[src/rtl/credit_warn_reader.sv]
// -----------------------------------------------------------------------------
// credit_warn_reader
//
// Reader side of the credit-system low-balance warning list. On start it owns
// the credit block's command port. It drives mode 3 with the latched threshold
// and collects the one-ID-per-clock idOutput stream until endOfListWar. Then it
// drives one mode-0 cycle so the credit block clears its per-student listed
// flags. Finally it presents the warned set as a bitmask plus a count.
//
// Ports:
//   CLK           clock, all logic on the rising edge
//   RST_N         synchronous active-low reset
//   start         begin a list read (sampled only in IDLE)
//   threshold     credit threshold, latched at start
//   idOutput      registered list ID from the credit block, 0 = none
//   endOfListWar  end-of-list flag from the credit block
//   mode          command mode to the credit block
//   credit        credit/threshold to the credit block
//   studentID     tied to 0 (ID 0 never registers in mode 0)
//   incTime       tied to 0
//   busy          high while in LIST or CLEAR
//   done          one-cycle pulse when a read completes
//   warnMask      bit i-1 set if student i was listed
//   warnCount     number of distinct listed students
//   dupErr        an already-set ID was reported again
//   timeoutErr    no end flag within TIMEOUT valid samples
// -----------------------------------------------------------------------------
module credit_warn_reader #(
   parameter int TIMEOUT = 9
) (
   input  logic       CLK,
   input  logic       RST_N,
   input  logic       start,
   input  logic [2:0] threshold,
   input  logic [2:0] idOutput,
   input  logic       endOfListWar,
   output logic [1:0] mode,
   output logic [2:0] credit,
   output logic [2:0] studentID,
   output logic       incTime,
   output logic       busy,
   output logic       done,
   output logic [6:0] warnMask,
   output logic [2:0] warnCount,
   output logic       dupErr,
   output logic       timeoutErr
);

   localparam int CW = $clog2(TIMEOUT + 1);

   typedef enum logic [1:0] {
      S_IDLE  = 2'd0,
      S_LIST  = 2'd1,
      S_CLEAR = 2'd2,
      S_DONE  = 2'd3
   } state_t;

   state_t          r_state, w_state_next;
   logic [1:0]      r_mode, w_mode_next;
   logic [2:0]      r_credit, w_credit_next;
   logic            r_busy, w_busy_next;
   logic            r_done, w_done_next;
   logic [6:0]      r_mask, w_mask_next;
   logic [2:0]      r_count, w_count_next;
   logic            r_dup, w_dup_next;
   logic            r_to, w_to_next;
   logic            r_skip, w_skip_next;
   logic [CW-1:0]   r_samples, w_samples_next;

   // One-hot decode of the reported ID; all zero when idOutput is 0.
   logic [6:0]      w_id_onehot;

   genvar gi;
   generate
      for (gi = 0; gi < 7; gi++) begin : g_id_dec
         assign w_id_onehot[gi] = (idOutput == 3'(gi + 1));
      end
   endgenerate

   always_comb begin
      w_state_next   = r_state;
      w_mode_next    = r_mode;
      w_credit_next  = r_credit;
      w_mask_next    = r_mask;
      w_count_next   = r_count;
      w_dup_next     = r_dup;
      w_to_next      = r_to;
      w_skip_next    = r_skip;
      w_samples_next = r_samples;

      case (r_state)
         S_IDLE: begin
            // Driving mode 0 continuously keeps the credit block's listed
            // flags clear, including any leftovers from an aborted read.
            w_mode_next   = 2'd0;
            w_credit_next = 3'd0;
            if (start) begin
               w_state_next   = S_LIST;
               w_mode_next    = 2'd3;
               w_credit_next  = threshold;
               w_mask_next    = 7'd0;
               w_count_next   = 3'd0;
               w_dup_next     = 1'b0;
               w_to_next      = 1'b0;
               w_samples_next = '0;
               w_skip_next    = 1'b1;
            end
         end

         S_LIST: begin
            if (r_skip) begin
               // The credit block is still presenting its prior mode-0
               // result on this edge, so nothing here is a list sample.
               w_skip_next = 1'b0;
            end else if (endOfListWar) begin
               w_state_next  = S_CLEAR;
               w_mode_next   = 2'd0;
               w_credit_next = 3'd0;
            end else if (r_samples == CW'(TIMEOUT)) begin
               w_to_next     = 1'b1;
               w_state_next  = S_CLEAR;
               w_mode_next   = 2'd0;
               w_credit_next = 3'd0;
            end else begin
               w_samples_next = r_samples + CW'(1);
               if (|w_id_onehot) begin
                  if (|(w_id_onehot & r_mask)) begin
                     w_dup_next = 1'b1;
                  end else begin
                     w_mask_next  = r_mask | w_id_onehot;
                     w_count_next = r_count + 3'd1;
                  end
               end
            end
         end

         S_CLEAR: begin
            // mode is already 0; holding it for this edge lets the credit
            // block clear its flags before the result is announced.
            w_state_next = S_DONE;
         end

         S_DONE: begin
            w_state_next = S_IDLE;
         end

         default: begin
            w_state_next = S_IDLE;
         end
      endcase

      w_busy_next = (w_state_next == S_LIST) || (w_state_next == S_CLEAR);
      w_done_next = (w_state_next == S_DONE);
   end

   always_ff @(posedge CLK) begin
      if (!RST_N) begin
         r_state   <= S_IDLE;
         r_mode    <= 2'd0;
         r_credit  <= 3'd0;
         r_busy    <= 1'b0;
         r_done    <= 1'b0;
         r_mask    <= 7'd0;
         r_count   <= 3'd0;
         r_dup     <= 1'b0;
         r_to      <= 1'b0;
         r_skip    <= 1'b0;
         r_samples <= '0;
      end else begin
         r_state   <= w_state_next;
         r_mode    <= w_mode_next;
         r_credit  <= w_credit_next;
         r_busy    <= w_busy_next;
         r_done    <= w_done_next;
         r_mask    <= w_mask_next;
         r_count   <= w_count_next;
         r_dup     <= w_dup_next;
         r_to      <= w_to_next;
         r_skip    <= w_skip_next;
         r_samples <= w_samples_next;
      end
   end

   assign mode       = r_mode;
   assign credit     = r_credit;
   assign studentID  = 3'd0;
   assign incTime    = 1'b0;
   assign busy       = r_busy;
   assign done       = r_done;
   assign warnMask   = r_mask;
   assign warnCount  = r_count;
   assign dupErr     = r_dup;
   assign timeoutErr = r_to;

endmodule

[config.mk]
export PLATFORM = sky130hd
export DESIGN_NAME = credit_warn_reader
export DESIGN_NICKNAME = d
export VERILOG_FILES = /design/src/rtl/credit_warn_reader.sv
export SDC_FILE = /design/constraint.sdc
export NUM_CORES = 1
export LEC_CHECK = 0
export CELL_PAD_IN_SITES_DETAIL_PLACEMENT = 0
export CELL_PAD_IN_SITES_GLOBAL_PLACEMENT = 2
export CORE_UTILIZATION = 30
export CTS_CLUSTER_SIZE = 30
export DETAILED_ROUTE_END_ITERATION = 10
export MAX_ROUTING_LAYER = met4
export PLACE_DENSITY_LB_ADDON = 0.3
export SYNTH_ARGS = -nofsm -noshare
export SYNTH_HDL_FRONTEND = slang
export SYNTH_SLANG_ARGS = --single-unit
[constraint.sdc]
create_clock -name CLK -period 5.2 [get_ports CLK]
set_input_delay 0.52 -clock CLK [delete_from_list [all_inputs] [get_ports CLK]]
set_output_delay 0.52 -clock CLK [all_outputs]
set_load 0.02 [all_outputs]
==> flow_summary.ini <==
[yosys]
yosysMostFrequentCell = dfxtp_1
ys_ff_latch = 25
ys_async_sr_fraction = 0
synth_area_leader_cell = dfxtp_1
synth-edff-count = 0
avgSynthCellArea_um2 = 9.43
synth_top_area_frac = 0.399
synth-main-ff-cell = dfxtp_1
yosys-top-cells-area = dfxtp_1 40%, ha_1 4.0%, nand2_1 3.6%
synth_warnings = 0
seq_area_frac_synth = 0.399
yosysUniqueCellTypes = 42
synthCells = 133
netlist_area_um2 = 1250
synthTopCellsByCount = 25 x dfxtp_1, 12 x nand2_1, 9 x nor2_1, 6 x and2_1

[timing]
period_share = 0.423
fin_skew_ns = 0.00216
tns_ns = 0
timing.hold.ws_ns = 0.472
setup_viol = 0
hold_viol_final = 0
period_needed_ns = 2.20
max_freq_mhz = 454
worstMarginPinSlew_ns = 0.687
rsz0062_at_grt = no
slew_headroom = 0.541
final-max-slew-violation-count = 0

[placement]
gp_congestion = 0.746
io_buffers = 28
dp_hpwl_mm = 1.92
dpl.cell_count = 206

[route]
ant_nets = 0
totalWireLength_mm = 2.55
post_drt_wl_per_cell_um = 12.1
drt_iter0_markers = 73
drc = 0
vias_per_cell = 4.69
via_count = 984
dr.pass1.iters = 4

[clocking]
insertion_delay_ns = 0.27
ctsResizeCount = 0
cts_hold_buf = 0
clkSinkCount = 25
cts.reportedPaths.clkPinSlew_ns = 0.09
cts_tree = built
cts_buffers = 3
ctsLongestPathBuffers = 2
cts_setup_buffers = 0
htreeDepth = 1
cts_root_buf = clkbuf_8

[layout]
stdcell_count = 210
n_fill_cell = 393
syn2layout_area_growth_pct = 27.9
drive_gt1_frac = 0.0938
diodes = 0
nets = 175

[die]
start_util = 0.313
dieWidth_um = 66.6
fp.dieH_um = 66.6
core_area_um2 = 4000
fp-row-count = 23
die-area_um2 = 4440
io_pins = 33

[global_routing]
grt-ovfl-total = 0
antenna_found_initial = 0
grt_pass1_wl_mm = 4.49
grt_max_degree = 17
grt_pass1_vias = 985
grt_usage = 0.137

[worst_setup_path]
cp_slowest_cell = clkdlybuf4s50_1
path_max_fanout = 7
cp-start-kind = input port
path_class = input port to register
crit_path_start = idOutput[1]
cp_top_family = compound AO/OA/AOI/OAI gates
r2r-start = r_samples[1]$_SDFFE_PN0P_
crit_path_end_kind = register
worstPathArrival_ns = 2.39
crit_chain = clkdlybuf4s50_1, mux2_2, a221oi_2, o32a_4, nand2_4, o41ai_2
worst-path-buf-inv = 1
critPathMaxStageDelay_ns = 0.62
crit_required_ns = 5.38

[pwr]
power.leakage_nw = 0.619
power.density_nw_per_um2 = 252
swShare = 0.284
ir_drop_mv = 0.155
p_clk_frac = 0.290
p_seq_frac = 0.512
p_int_w = 0.000290
p_comb_frac = 0.198
switching_power_w = 0.000115

[run_status]
status = finished clean

[hold_path]
worstHoldStart = warnMask[3]$_SDFFE_PN0P_
min_path_type = register to register

[job]
drv_cap = 0
## area by class of cell
cell class                      count  area, µm²  share of cell area
Clock buffer                        3       41.3              0.0257
Clock inverter                      1       5.00             0.00312
Inverter                            5       18.8              0.0117
Multi-Input combinational cell     98        696               0.434
Sequential cell                    25        500               0.312
Tap cell                           50       62.6              0.0390
Timing Repair Buffer               28        280               0.175
## metrics by stage
step	util	total power [W]	worst slack, ns	cell area, µm²
after CTS	0.401	0.000412	3.00	1600
after global placement	0.389	0.000292	2.72	1560
after floorplan	-	0.000264	3.46	1260
after global routing	0.401	0.000430	2.84	1600
after detailed placement	0.389	0.000293	2.70	1560
final	0.401	0.000405	3.00	1600
## metal layers
layer  GRT usage  vias up  part of all wire
met4      0.0346        0             0.010
met3      0.0445        5             0.046
met2       0.218       22              0.47
li1            -      513                 -
met5           -        -                 0
met1       0.167      444              0.47
## tightest hold or removal path: stages, from the launching register on
cell and delay (ns):
dfxtp_1 0.33, inv_1 0.05, a21oi_1 0.05
## path summary, 6_finish.rpt
kind / end / slack (ns) / cells past startpoint
worst max-delay path: warnMask[0]$_SDFFE_PN0P_ / 3.00 / 6
worst min-delay path: warnMask[3]$_SDFFE_PN0P_ / 0.47 / 2
worst max register to register: busy$_SDFF_PN0_ / 3.19 / 8
worst min register to register: warnMask[3]$_SDFFE_PN0P_ / 0.47 / 2
## power groups by stage
stage	Clock, W	Sequential [W]	Combinational, W
after floorplan	0	0.000217	0.0000475
after global placement	0	0.000212	0.0000805
after detailed placement	0	0.000212	0.0000809
after CTS	0.000123	0.000207	0.0000813
after global routing	0.000132	0.000209	0.0000894
final	0.000117	0.000207	0.0000803
## cell families after synthesis
kind of cell	Yosys count	share of synthesized area
AO/OA/AOI/OAI	28	0.183
XOR/XNOR	1	0.00699
adder cells (fa/ha/maj)	4	0.0399
buffers and inverters	13	0.0549
flip-flops	25	0.399
multiplexers	6	0.0509
other	1	0.00299
AND/OR/NAND/NOR	55	0.262
## sequential cells by signal (all words and copies together), names as in the netlist
register    count
warnMask        7
r_skip          1
timeoutErr      1
done            1
dupErr          1
mode            1
r_samples       4
warnCount       3
r_state         2
busy            1
credit          3
## layout by cell type (no fill, tap or decap), types with 3 or more instances in the layout
cell type / n
clkdlybuf4s50_1: 28
dfxtp_1: 25
nand2_1: 12
nor2_1: 9
and2_1: 6
inv_1: 5
nand2b_1: 5
a21oi_1: 4
nor2b_1: 4
nand3_1: 4
a31oi_1: 4
ha_1: 4
conb_1: 4
o21ai_0: 3
mux2_2: 3
o22ai_1: 3
mux2i_1: 3
a22o_1: 3
clkbuf_8: 3
Power figures use the tool's default switching activity.
==> variant, RTL diff (config.mk and constraints unchanged) <==
Re-encode `state_t` (4 states) as one-hot, 4 bits wide.
--- a/src/rtl/credit_warn_reader.sv
+++ b/src/rtl/credit_warn_reader.sv
@@ -49,9 +49,9 @@
    localparam int CW = $clog2(TIMEOUT + 1);
 
-   typedef enum logic [1:0] {
-      S_IDLE  = 2'd0,
-      S_LIST  = 2'd1,
-      S_CLEAR = 2'd2,
-      S_DONE  = 2'd3
+   typedef enum logic [3:0] {
+      S_IDLE  = 4'b0001,
+      S_LIST  = 4'b0010,
+      S_CLEAR = 4'b0100,
+      S_DONE  = 4'b1000
    } state_t;
 
Formal check against the unedited RTL: no difference found for any inputs over 4 cycles, from zero or initial values and one cycle with RST_N low; so few cycles prove little.
==> variant against the unedited design <==
  * Synthesized area grew 1.7%
  * Sequential cell count up 2
  * Worst setup slack got worse by 0.091 ns
  * Die area grew 1.6%
  * Via count grew 9.5%
  * Total power fell by 1.9%
  * Final area is 1.5% higher
  * Sequential power rose by 5%
  * Critical path depth shrank 1
  * Maximum frequency fell by 4.0%
  * Routed wire length grew 7.3%
  * Largest cell class unchanged
  * Highest routed layer unchanged
  * Worst hold slack worse by 0.022 ns
==> variant: results (changes against the unedited design) <==
| Metric | Value |
|---|---|
| Placement Cell Area | `1583 sq um (+1.6%)` |
| Pre-CTS setup slack | `2.619 ns (-0.08061 ns)` |
| Slowest cell on crit path | `or4b_1` |
| CP Class | `register to register` |
| GP Congestion | `0.8092 (+8.5%)` |
| Routed wire per std cell | `12.71 microns (+4.8%)` |
| Share of power burned in combinational logic | `15.4% (-4.4 points)` |
| WHS | `0.4500 ns (-0.02163 ns)` |
| Placed cell count | `211 (+2.4%)` |
| Gr usage total | `13.56% (-0.19 points)` |
| Global-route wire length before repair | `4.519 mm (+0.76%)` |
| Clock Skew | `0.002949 ns (+0.0007898 ns)` |
| R2R setup slack | `2.91 ns (-0.28 ns)` |
| Layout Nets | `179 (+2.3%)` |
| Hold path endpoint | `dupErr$_SDFFE_PN0P_` |
| Worst path arrival time | `2.47 ns (+0.08 ns)` |
| HPWL Detailed | `2.074 mm (+7.8%)` |
| Top cells by count, synth | `dfxtp_1 (27), nor2_1 (14), nand2_1 (13), inv_1 (7), a21oi_1 (6)` |
| Reg-to-Reg End | `warnMask[1]$_SDFFE_PN0P_` |
| CP top delay family | `simple AND/OR/NAND/NOR gates` |
| Reg2reg path depth | `5 (-3)` |
| RR Startpoint | `r_state[0]$_SDFF_PN1_` |
| CP max stage delay | `0.68 ns (+0.06 ns)` |
| Distinct cell type count after synthesis | `43 (+2.4%)` |
| Status | `complete, no violations` |
| Relative slew margins | `61.15% (+7.1 points)` |
| Clock share of power | `29.7% (+0.7 points)` |
| Vias per cell | `5.009 (+6.9%)` |
| Highest net fanout along the worst path | `9 (+2)` |
| Share of layout cells above drive strength 1 | `8.485% (-0.89 points)` |
| HP Start | `dupErr$_SDFFE_PN0P_` |
| Largest cells by area after synthesis | `dfxtp_1 (42%), o41ai_2 (5.1%), nor2_1 (4.1%)` |
-- variant: cell families (layout without fill, tap and decap cells) --
family / Yosys count / in the layout / synth area share (%)
other: 1 / 4 / 0.2941
buffers and inverters: 16 / 40 / 6.281
XOR/XNOR: 2 / 2 / 1.374
flip-flops: 27 / 27 / 42.39
AO/OA/AOI/OAI: 31 / 31 / 20.41
multiplexers: 5 / 5 / 4.024
AND/OR/NAND/NOR: 53 / 53 / 22.28
adder cells (fa/ha/maj): 3 / 3 / 2.944
-- variant: layout make-up --
| class | count | area, sq um |
|---|---|---|
| flip-flops and latches | 27 | 540.5 |
| repair buffers | 29 | 287.8 |
| multi-input cells | 98 | 665.6 |
| well taps | 50 | 62.56 |
| fillers | 419 | 2401 |
| clock buffers | 4 | 45.04 |
| inverters | 7 | 26.28 |
-- variant: metal layers --
layer,part of all wire (%),global-route usage (%)
met1,47,15.91
met2,48,23.00
met3,3.8,2.027
met4,1.2,5.585
met5,0,-
